### src/rtl/mux8_sched_pkg.sv
// Shared constants and the rotating-priority search used by the 8-source scheduler.
package mux8_sched_pkg;

  localparam int unsigned N_SRC = 8;
  localparam int unsigned SEL_W = 3;

  localparam logic [0:0] IDLE  = 1'b0;
  localparam logic [0:0] GRANT = 1'b1;

  // Returns {found, index}: the first set request starting at ptr and wrapping modulo 8.
  function automatic logic [SEL_W:0] rr_pick(input logic [N_SRC-1:0] req,
                                             input logic [SEL_W-1:0] ptr);
    logic             found;
    logic [SEL_W-1:0] idx;
    logic [SEL_W-1:0] j;
    found = 1'b0;
    idx   = '0;
    for (int i = 0; i < N_SRC; i++) begin
      j = ptr + SEL_W'(i);
      if (!found && req[j]) begin
        found = 1'b1;
        idx   = j;
      end
    end
    return {found, idx};
  endfunction

endpackage

### src/rtl/mux8_sel.sv
// Pure combinational 8:1 single-bit mux.
module mux8_sel
  import mux8_sched_pkg::*;
(
  input  logic [N_SRC-1:0] din,
  input  logic [SEL_W-1:0] sel,
  output logic             y
);

  assign y = din[sel];

endmodule

### src/rtl/mux8_rr_scheduler.sv
// Round-robin owner of a shared 8:1 bit mux: bounded bursts, registered output with valid strobe.
module mux8_rr_scheduler
  import mux8_sched_pkg::*;
#(
  parameter int unsigned MAX_BEATS = 4,
  parameter int unsigned CNT_W     = 4
) (
  input  logic             clk,
  input  logic             rst,
  input  logic [N_SRC-1:0] req,
  input  logic [N_SRC-1:0] din,
  output logic [N_SRC-1:0] gnt,
  output logic [SEL_W-1:0] sel,
  output logic             busy,
  output logic             y,
  output logic             y_valid
);

  logic [0:0]       state_q, state_d;
  logic [SEL_W-1:0] sel_q, sel_d;
  logic [SEL_W-1:0] ptr_q, ptr_d;
  logic [N_SRC-1:0] gnt_q, gnt_d;
  logic [CNT_W-1:0] cnt_q, cnt_d;
  logic             y_q, y_d;
  logic             yv_q, yv_d;

  logic             mux_bit;
  logic [SEL_W-1:0] pick_ptr;
  logic             found;
  logic [SEL_W-1:0] win;
  logic             beat;
  logic             last_beat;
  logic             rel;

  mux8_sel u_mux (
    .din (din),
    .sel (sel_q),
    .y   (mux_bit)
  );

  assign beat      = (state_q == GRANT) && req[sel_q];
  assign last_beat = beat && (cnt_q == CNT_W'(MAX_BEATS - 1));
  assign rel       = (state_q == GRANT) && (!req[sel_q] || last_beat);

  // On release the search starts just past the old owner, so it ranks last.
  always_comb begin
    pick_ptr     = (state_q == GRANT) ? sel_q + SEL_W'(1) : ptr_q;
    {found, win} = rr_pick(req, pick_ptr);
  end

  always_comb begin
    state_d = state_q;
    sel_d   = sel_q;
    gnt_d   = gnt_q;
    ptr_d   = ptr_q;
    cnt_d   = cnt_q;
    y_d     = y_q;
    yv_d    = 1'b0;
    if (beat) begin
      y_d   = mux_bit;
      yv_d  = 1'b1;
      cnt_d = cnt_q + CNT_W'(1);
    end
    if ((state_q == IDLE) || rel) begin
      if (rel) begin
        ptr_d = sel_q + SEL_W'(1);
      end
      if (found) begin
        state_d    = GRANT;
        sel_d      = win;
        gnt_d      = '0;
        gnt_d[win] = 1'b1;
        cnt_d      = '0;
      end else begin
        state_d = IDLE;
        gnt_d   = '0;
      end
    end
  end

  always_ff @(posedge clk) begin
    if (rst) begin
      state_q <= IDLE;
      sel_q   <= '0;
      ptr_q   <= '0;
      gnt_q   <= '0;
      cnt_q   <= '0;
      y_q     <= 1'b0;
      yv_q    <= 1'b0;
    end else begin
      state_q <= state_d;
      sel_q   <= sel_d;
      ptr_q   <= ptr_d;
      gnt_q   <= gnt_d;
      cnt_q   <= cnt_d;
      y_q     <= y_d;
      yv_q    <= yv_d;
    end
  end

  assign gnt     = gnt_q;
  assign sel     = sel_q;
  assign busy    = (state_q == GRANT);
  assign y       = y_q;
  assign y_valid = yv_q;

endmodule
### config.mk
export PLATFORM = sky130hd
export DESIGN_NAME = mux8_rr_scheduler
export DESIGN_NICKNAME = d
export VERILOG_FILES = /design/src/rtl/mux8_sched_pkg.sv /design/src/rtl/mux8_sel.sv /design/src/rtl/mux8_rr_scheduler.sv
export SDC_FILE = /design/constraint.sdc
export NUM_CORES = 1
export LEC_CHECK = 0
export BUFFER_PORTS_ARGS = -buffer_cell sky130_fd_sc_hd__buf_2
export CAP_MARGIN = 25
export CORE_ASPECT_RATIO = 0.8
export CORE_UTILIZATION = 40
export DETAILED_ROUTE_END_ITERATION = 8
export SYNTH_ARGS = -nofsm -noshare
export SYNTH_HDL_FRONTEND = slang
export SYNTH_HIERARCHICAL = 1
export SYNTH_SLANG_ARGS = --single-unit
export TNS_END_PERCENT = 100
### constraint.sdc
create_clock -name clk -period 3.8 [get_ports clk]
set_input_delay 0.38 -clock clk [delete_from_list [all_inputs] [get_ports clk]]
set_output_delay 0.38 -clock clk [all_outputs]
set_load 0.005 [all_outputs]
Word-level counts from Yosys, hierarchy flattened

Cells that the tools add are included.

Register bits after elaboration: 21
Logic and storage cells: 97
Output and inout bits: 14
Input bits: 18

Eq/ne operators: 1
Add/subtract/negate cells: 9
Muxes and demuxes: 45
$lt $le $gt $ge: 11
Reduce and logical (&&, ||, !) cells: 23
Bitwise logic cells: 1

Operator list:

| operator                                                           | number |
|---|---|
| less-than comparator 3 x 4 -> 1 bit (second input constant)        | 10 |
| binary-select mux 1 bit (select 3 bit)                             | 10 |
| two-way mux 3 bit                                                  | 9 |
| two-way mux 1 bit                                                  | 21 |
| adder 3 bit (second input constant)                                | 4 |
| two-way mux 4 bit                                                  | 3 |
| logical AND 1 bit                                                  | 11 |
| zero test 1 bit                                                    | 8 |
| two-way mux 8 bit                                                  | 1 |
| adder 3 x 1 -> 3 bit (second input constant)                       | 2 |
| adder 3 x 2 -> 3 bit (second input constant)                       | 2 |
| adder 4 x 1 -> 4 bit (second input constant)                       | 1 |
| == test 4 x 2 -> 1 bit (second input constant)                     | 1 |
| AND reduction 2 bit                                                | 2 |
| demux 1 bit (select 3 bit)                                         | 1 |
| greater-or-equal comparator 3 x 1 -> 1 bit (second input constant) | 1 |
| logical OR 1 bit                                                   | 2 |
| inverter 1 bit                                                     | 1 |

Depth between registers and ports, before layout

Depth after elaboration: 31
Depth in mapped cells: 16
Gate-level depth less buffers: 14

Cells and area by module

Netlist, hierarchy kept.

By module, submodules not included:

| module            | area an instance (sq um) | instances | cells each | seq. area each (sq um) |
|---|---|---|---|---|
| mux8_rr_scheduler | 2037.0                   | 1         | 256        | 420.4 |
| mux8_sel          | 63.8                     | 1         | 3          | 0.0 |

Least setup slack after synthesis

OpenSTA, ideal clock, no wires.

Path type: register to register
From: register sel_q[1] (netlist: sel[1])
To: register gnt_q[5] (netlist: gnt[5])
Period minus slack after synthesis: 3.525 ns
Cell stages (with the launch flop): 16
Path buffers: 2
Data required time: 3.683 ns
Setup slack: 0.275 ns
Data arrival time: 3.408 ns
Library setup time: 0.117 ns
Cells stage by stage: dfxtp_1 -> ha_1 -> mux2_2 -> clkbuf_1 -> ha_1 -> inv_1 -> a211oi_1 -> or2_1 -> buf_2 -> o211ai_2 -> nand3_2 -> or4b_1 -> o2111ai_1 -> a21oi_2 -> nor2b_1 -> a32o_1

Word-level cells in the longest chain between the ends: 31
Elaborated cells on any way between the ends: 69
Those cells by class: add/sub: 8; order compare: 2; mux: 38; reduce/logical: 21

RTL lines:

| what                                                                          | RTL line                | source |
|---|---|---|
| start: declaration                                                            | mux8_rr_scheduler.sv:20 | `logic [SEL_W-1:0] sel_q, sel_d;` |
| start signal: assignment                                                      | mux8_rr_scheduler.sv:92 | `sel_q <= sel_d;` |
| parallel branches: the longest is 31 deep, another holds adder 3 x 1 -> 3 bit | -                       |  |
| end signal: assignment                                                        | mux8_rr_scheduler.sv:94 | `gnt_q <= gnt_d;` |
| end: declaration                                                              | mux8_rr_scheduler.sv:22 | `logic [N_SRC-1:0] gnt_q, gnt_d;` |

Parallel ways; which one is timed is not known. The select of a mux whose other input is x is not followed.
A chain may end at the register's enable or synchronous reset.

Worst setup path in the final report

From: register sel_q[0] (netlist: sel[0])
To: register gnt_q[5] (netlist: gnt[5])

Same word-level chain as after synthesis.

==> qor.csv <==
metric,value,unit
drt_pass_1_iters,5,
worst_clock_skew,0.00140,ns
vdd_ir_drop_max,370,µV
synth_seq_cells,21,
synth_fp_nets,281,
report.final.slew_viol_count,0,
worstSetupEndpointType,register,
async_flop_share,0,%
cts_resized,0,
ant_nets,0,
clk_latency,0.26,ns
maxSlewHeadroom,45.7,%
syn-cell-area,0.00210,mm²
grt_antenna_before_repair,0,
finalSetupTns,0,ns
wp_data_arrival,3.70,ns
share_of_layout_cells_above_drive_strength_1,26.8,%
cts_tree,yes,
total_leakage_power,0.992,nW
num_io_pins,32,
path_class,reg -> reg,
die_area,0.00555,mm²
synth_enable_flop_cells,0,
post_synth.cell_area_avg,8.11,µm²
worstMarginPinSlew,0.809,ns
seq_area_frac_synth,20.0,%
synth.area.mux_share,17.9,%
design_area,0.00242,mm²
mostFrequentLayoutCells,"31 x sky130_fd_sc_hd__buf_2, 28 x sky130_fd_sc_hd__nor2_1, 23 x sky130_fd_sc_hd__nand2_1",
dp_cells,353,
synth_compound_area_share,26.7,%
post_cts_buffers,0,
status,"finished, final reports clean",
cp-start-kind,register,
finalNetCount,318,
synth_simple_gate_area_share,26.3,%
die_w,83.0,µm
dieHeight,66.8,µm
globalRouteOverflowTotal,0,
port-buffer-count,31,
grt_first_pass_wirelength,9670,µm
max_cap_viol_count,0,
power,2.05,mW
route.vias.total,2177,
placement_rows,23,
root_buffer,sky130_fd_sc_hd__clkbuf_8,
finalWorstPathRequiredPeriod,3.54,ns
clock_tree.buffer_depth,2,
instances_no_fill,357,
dpl_cell_area,0.00237,mm²
worst_hold_path_type,reg -> reg,
syn2layout_area_growth,15.4,%
totalWireLength,5680,µm
dominant_combinational_cell_family_by_area_after_synthesis,compound AO/OA/AOI/OAI gates,
critical_path_required,3.96,ns
place_ws,0.248,ns
vias_per_cell,6.10,
area.sequential,420,µm²
via_count_of_the_first_global_routing_pass,1991,
iteration_0_drc_markers,193,
setup_violation_total_in_the_final_timing_report,0,
worst_hold_path.num_cells,2,
cts.sinks,21,
min_period_over_period,93.3,%
worstRegToRegCells,13,
all_layer_gr_usage,21.8,%
clkTransAtPathRegs,0.08,ns
timing.fmax,282,MHz
detailedPlacementHpwl,4600,µm
adder_cell_share_of_the_synthesized_area,2.38,%
insertedDiodeCount,0,
synthesis.yosys.warnings,6,
initial_utilization,41.7,%
critPathMaxFanout,6,
maximum_number_of_pins_on_one_net_before_global_route_repair,16,
core_region_area,0.00504,mm²
place_congestion,0.947,
post-route-drc-count,0,
hold_buffers_post_cts,0,
synth_xor_area_share,3.69,%
ctsHtreeMaxLevel,1,
cts_bufs_inserted,3,
ys_dominant_reg_cell,sky130_fd_sc_hd__dfxtp_1,
worst_slack,0.256,ns
timing_hold_violations_final,0,
final_common_cell,sky130_fd_sc_hd__buf_2,
power.density,847,mW/mm²
post_synth_inst_count,259,
netlist-cell-type-count,61,
rsz_0062_raised_after_global_routing,false,
area_used_by_multi_input_combinational_logic,0.00162,mm²
n_fill_cell,487,
drt-wirelength-per-cell,15.9,µm
-- final cells by class --
type                       instances  area share, %
multi-input combinational        223           67.0
clock buffer                       3           1.70
inverter                           5          0.774
tap                               62           3.20
sequential                        21           17.3
clock inverter                     1          0.206
timing repair buffer              42           9.80
-- cell usage after synthesis, types with 2 or more instances --
| master | n | area [µm²] |
|---|---|---|
| sky130_fd_sc_hd__o21a_1 | 3 | 22.5 |
| sky130_fd_sc_hd__a21oi_2 | 4 | 35.0 |
| sky130_fd_sc_hd__or2_2 | 2 | 12.5 |
| sky130_fd_sc_hd__mux2i_1 | 14 | 140 |
| sky130_fd_sc_hd__o211ai_1 | 4 | 30.0 |
| sky130_fd_sc_hd__xnor2_1 | 5 | 43.8 |
| sky130_fd_sc_hd__a32o_1 | 4 | 40.0 |
| sky130_fd_sc_hd__o21ai_0 | 11 | 55.1 |
| sky130_fd_sc_hd__nor3_1 | 9 | 45.0 |
| sky130_fd_sc_hd__and2_1 | 9 | 56.3 |
| sky130_fd_sc_hd__nand3_1 | 17 | 85.1 |
| sky130_fd_sc_hd__and3_1 | 2 | 12.5 |
| sky130_fd_sc_hd__a21boi_0 | 6 | 45.0 |
| sky130_fd_sc_hd__mux4_2 | 5 | 113 |
| sky130_fd_sc_hd__dfxtp_1 | 21 | 420 |
| sky130_fd_sc_hd__a22o_1 | 2 | 17.5 |
| sky130_fd_sc_hd__a21oi_1 | 9 | 45.0 |
| sky130_fd_sc_hd__nor2b_1 | 2 | 12.5 |
| sky130_fd_sc_hd__o2111ai_1 | 2 | 17.5 |
| sky130_fd_sc_hd__xor2_1 | 2 | 17.5 |
| sky130_fd_sc_hd__ha_1 | 4 | 50.1 |
| sky130_fd_sc_hd__nor2_1 | 28 | 105 |
| sky130_fd_sc_hd__a21o_1 | 2 | 15.0 |
| sky130_fd_sc_hd__or2_1 | 3 | 18.8 |
| sky130_fd_sc_hd__nand2_1 | 23 | 86.3 |
| sky130_fd_sc_hd__inv_1 | 4 | 15.0 |
| sky130_fd_sc_hd__nand2b_1 | 3 | 18.8 |
| sky130_fd_sc_hd__buf_2 | 6 | 30.0 |
| sky130_fd_sc_hd__mux4_1 | 2 | 52.6 |
| sky130_fd_sc_hd__a31oi_1 | 2 | 12.5 |
| sky130_fd_sc_hd__o21ai_1 | 9 | 45.0 |
| sky130_fd_sc_hd__clkbuf_1 | 4 | 15.0 |
| sky130_fd_sc_hd__o211ai_2 | 2 | 25.0 |
| sky130_fd_sc_hd__mux2_2 | 5 | 56.3 |
| sky130_fd_sc_hd__a211oi_1 | 3 | 22.5 |
-- final timing paths --
path / startpoint / slack, ns / endpoint
max: sel[0] / 0.26 / gnt[5]
min: gnt[3] / 0.45 / gnt[3]
max reg2reg: sel[0] / 0.26 / gnt[5]
min reg2reg: gnt[3] / 0.45 / gnt[3]
-- where the power goes --
| part | switching (mW) | leakage, nW | internal (mW) | total [mW] |
|---|---|---|---|---|
| logic | 0.939 | 0.796 | 0.659 | 1.60 |
| registers | 0.0355 | 0.171 | 0.273 | 0.308 |
| clock network | 0.0742 | 0.0255 | 0.0731 | 0.147 |
-- worst max-delay path: stages (launching register included) --
cell and delay, ns:
sky130_fd_sc_hd__dfxtp_1 0.32, sky130_fd_sc_hd__ha_1 0.34, sky130_fd_sc_hd__mux2_2 0.31, sky130_fd_sc_hd__ha_1 0.21, sky130_fd_sc_hd__inv_1 0.05, sky130_fd_sc_hd__a211oi_1 0.05
sky130_fd_sc_hd__or2_1 0.34, sky130_fd_sc_hd__o211ai_2 0.31, sky130_fd_sc_hd__nand3_2 0.19, sky130_fd_sc_hd__or4b_1 0.59, sky130_fd_sc_hd__o2111ai_1 0.15, sky130_fd_sc_hd__a21oi_2 0.14
sky130_fd_sc_hd__nor2b_1 0.17, sky130_fd_sc_hd__a32o_1 0.27
-- stage by stage --
step	util (%)	hold WS, ns
3_5_place_dp	47.1	0.441
4_1_cts	48.0	0.452
6_report	48.1	0.445
5_1_grt	48.1	0.466
2_1_floorplan	-	0.442
3_3_place_gp	47.1	0.436
-- layer usage --
metal | vias up | track usage, % | share of wire (%)
met5 | - | 0 | 0
met4 | 0 | 6.25 | 1.9
met3 | 10 | 2.97 | 7.0
met2 | 98 | 34.9 | 43
met1 | 1020 | 30.6 | 48
li1 | 1049 | - | -
-- cell families after synthesis --
group | after synthesis
flops | 21
buf+inv | 15
mux | 27
xor+xnor | 8
fa+ha+maj | 4
compound gates | 75
simple gates | 109
-- registers in the layout, summed over array words and instances, names as in the netlist --
register and cells:
cnt_q 4, y_valid 1, sel 3, gnt 8, busy 1, ptr_q 3
y 1
No activity file was read; power rests on OpenSTA's default activity.
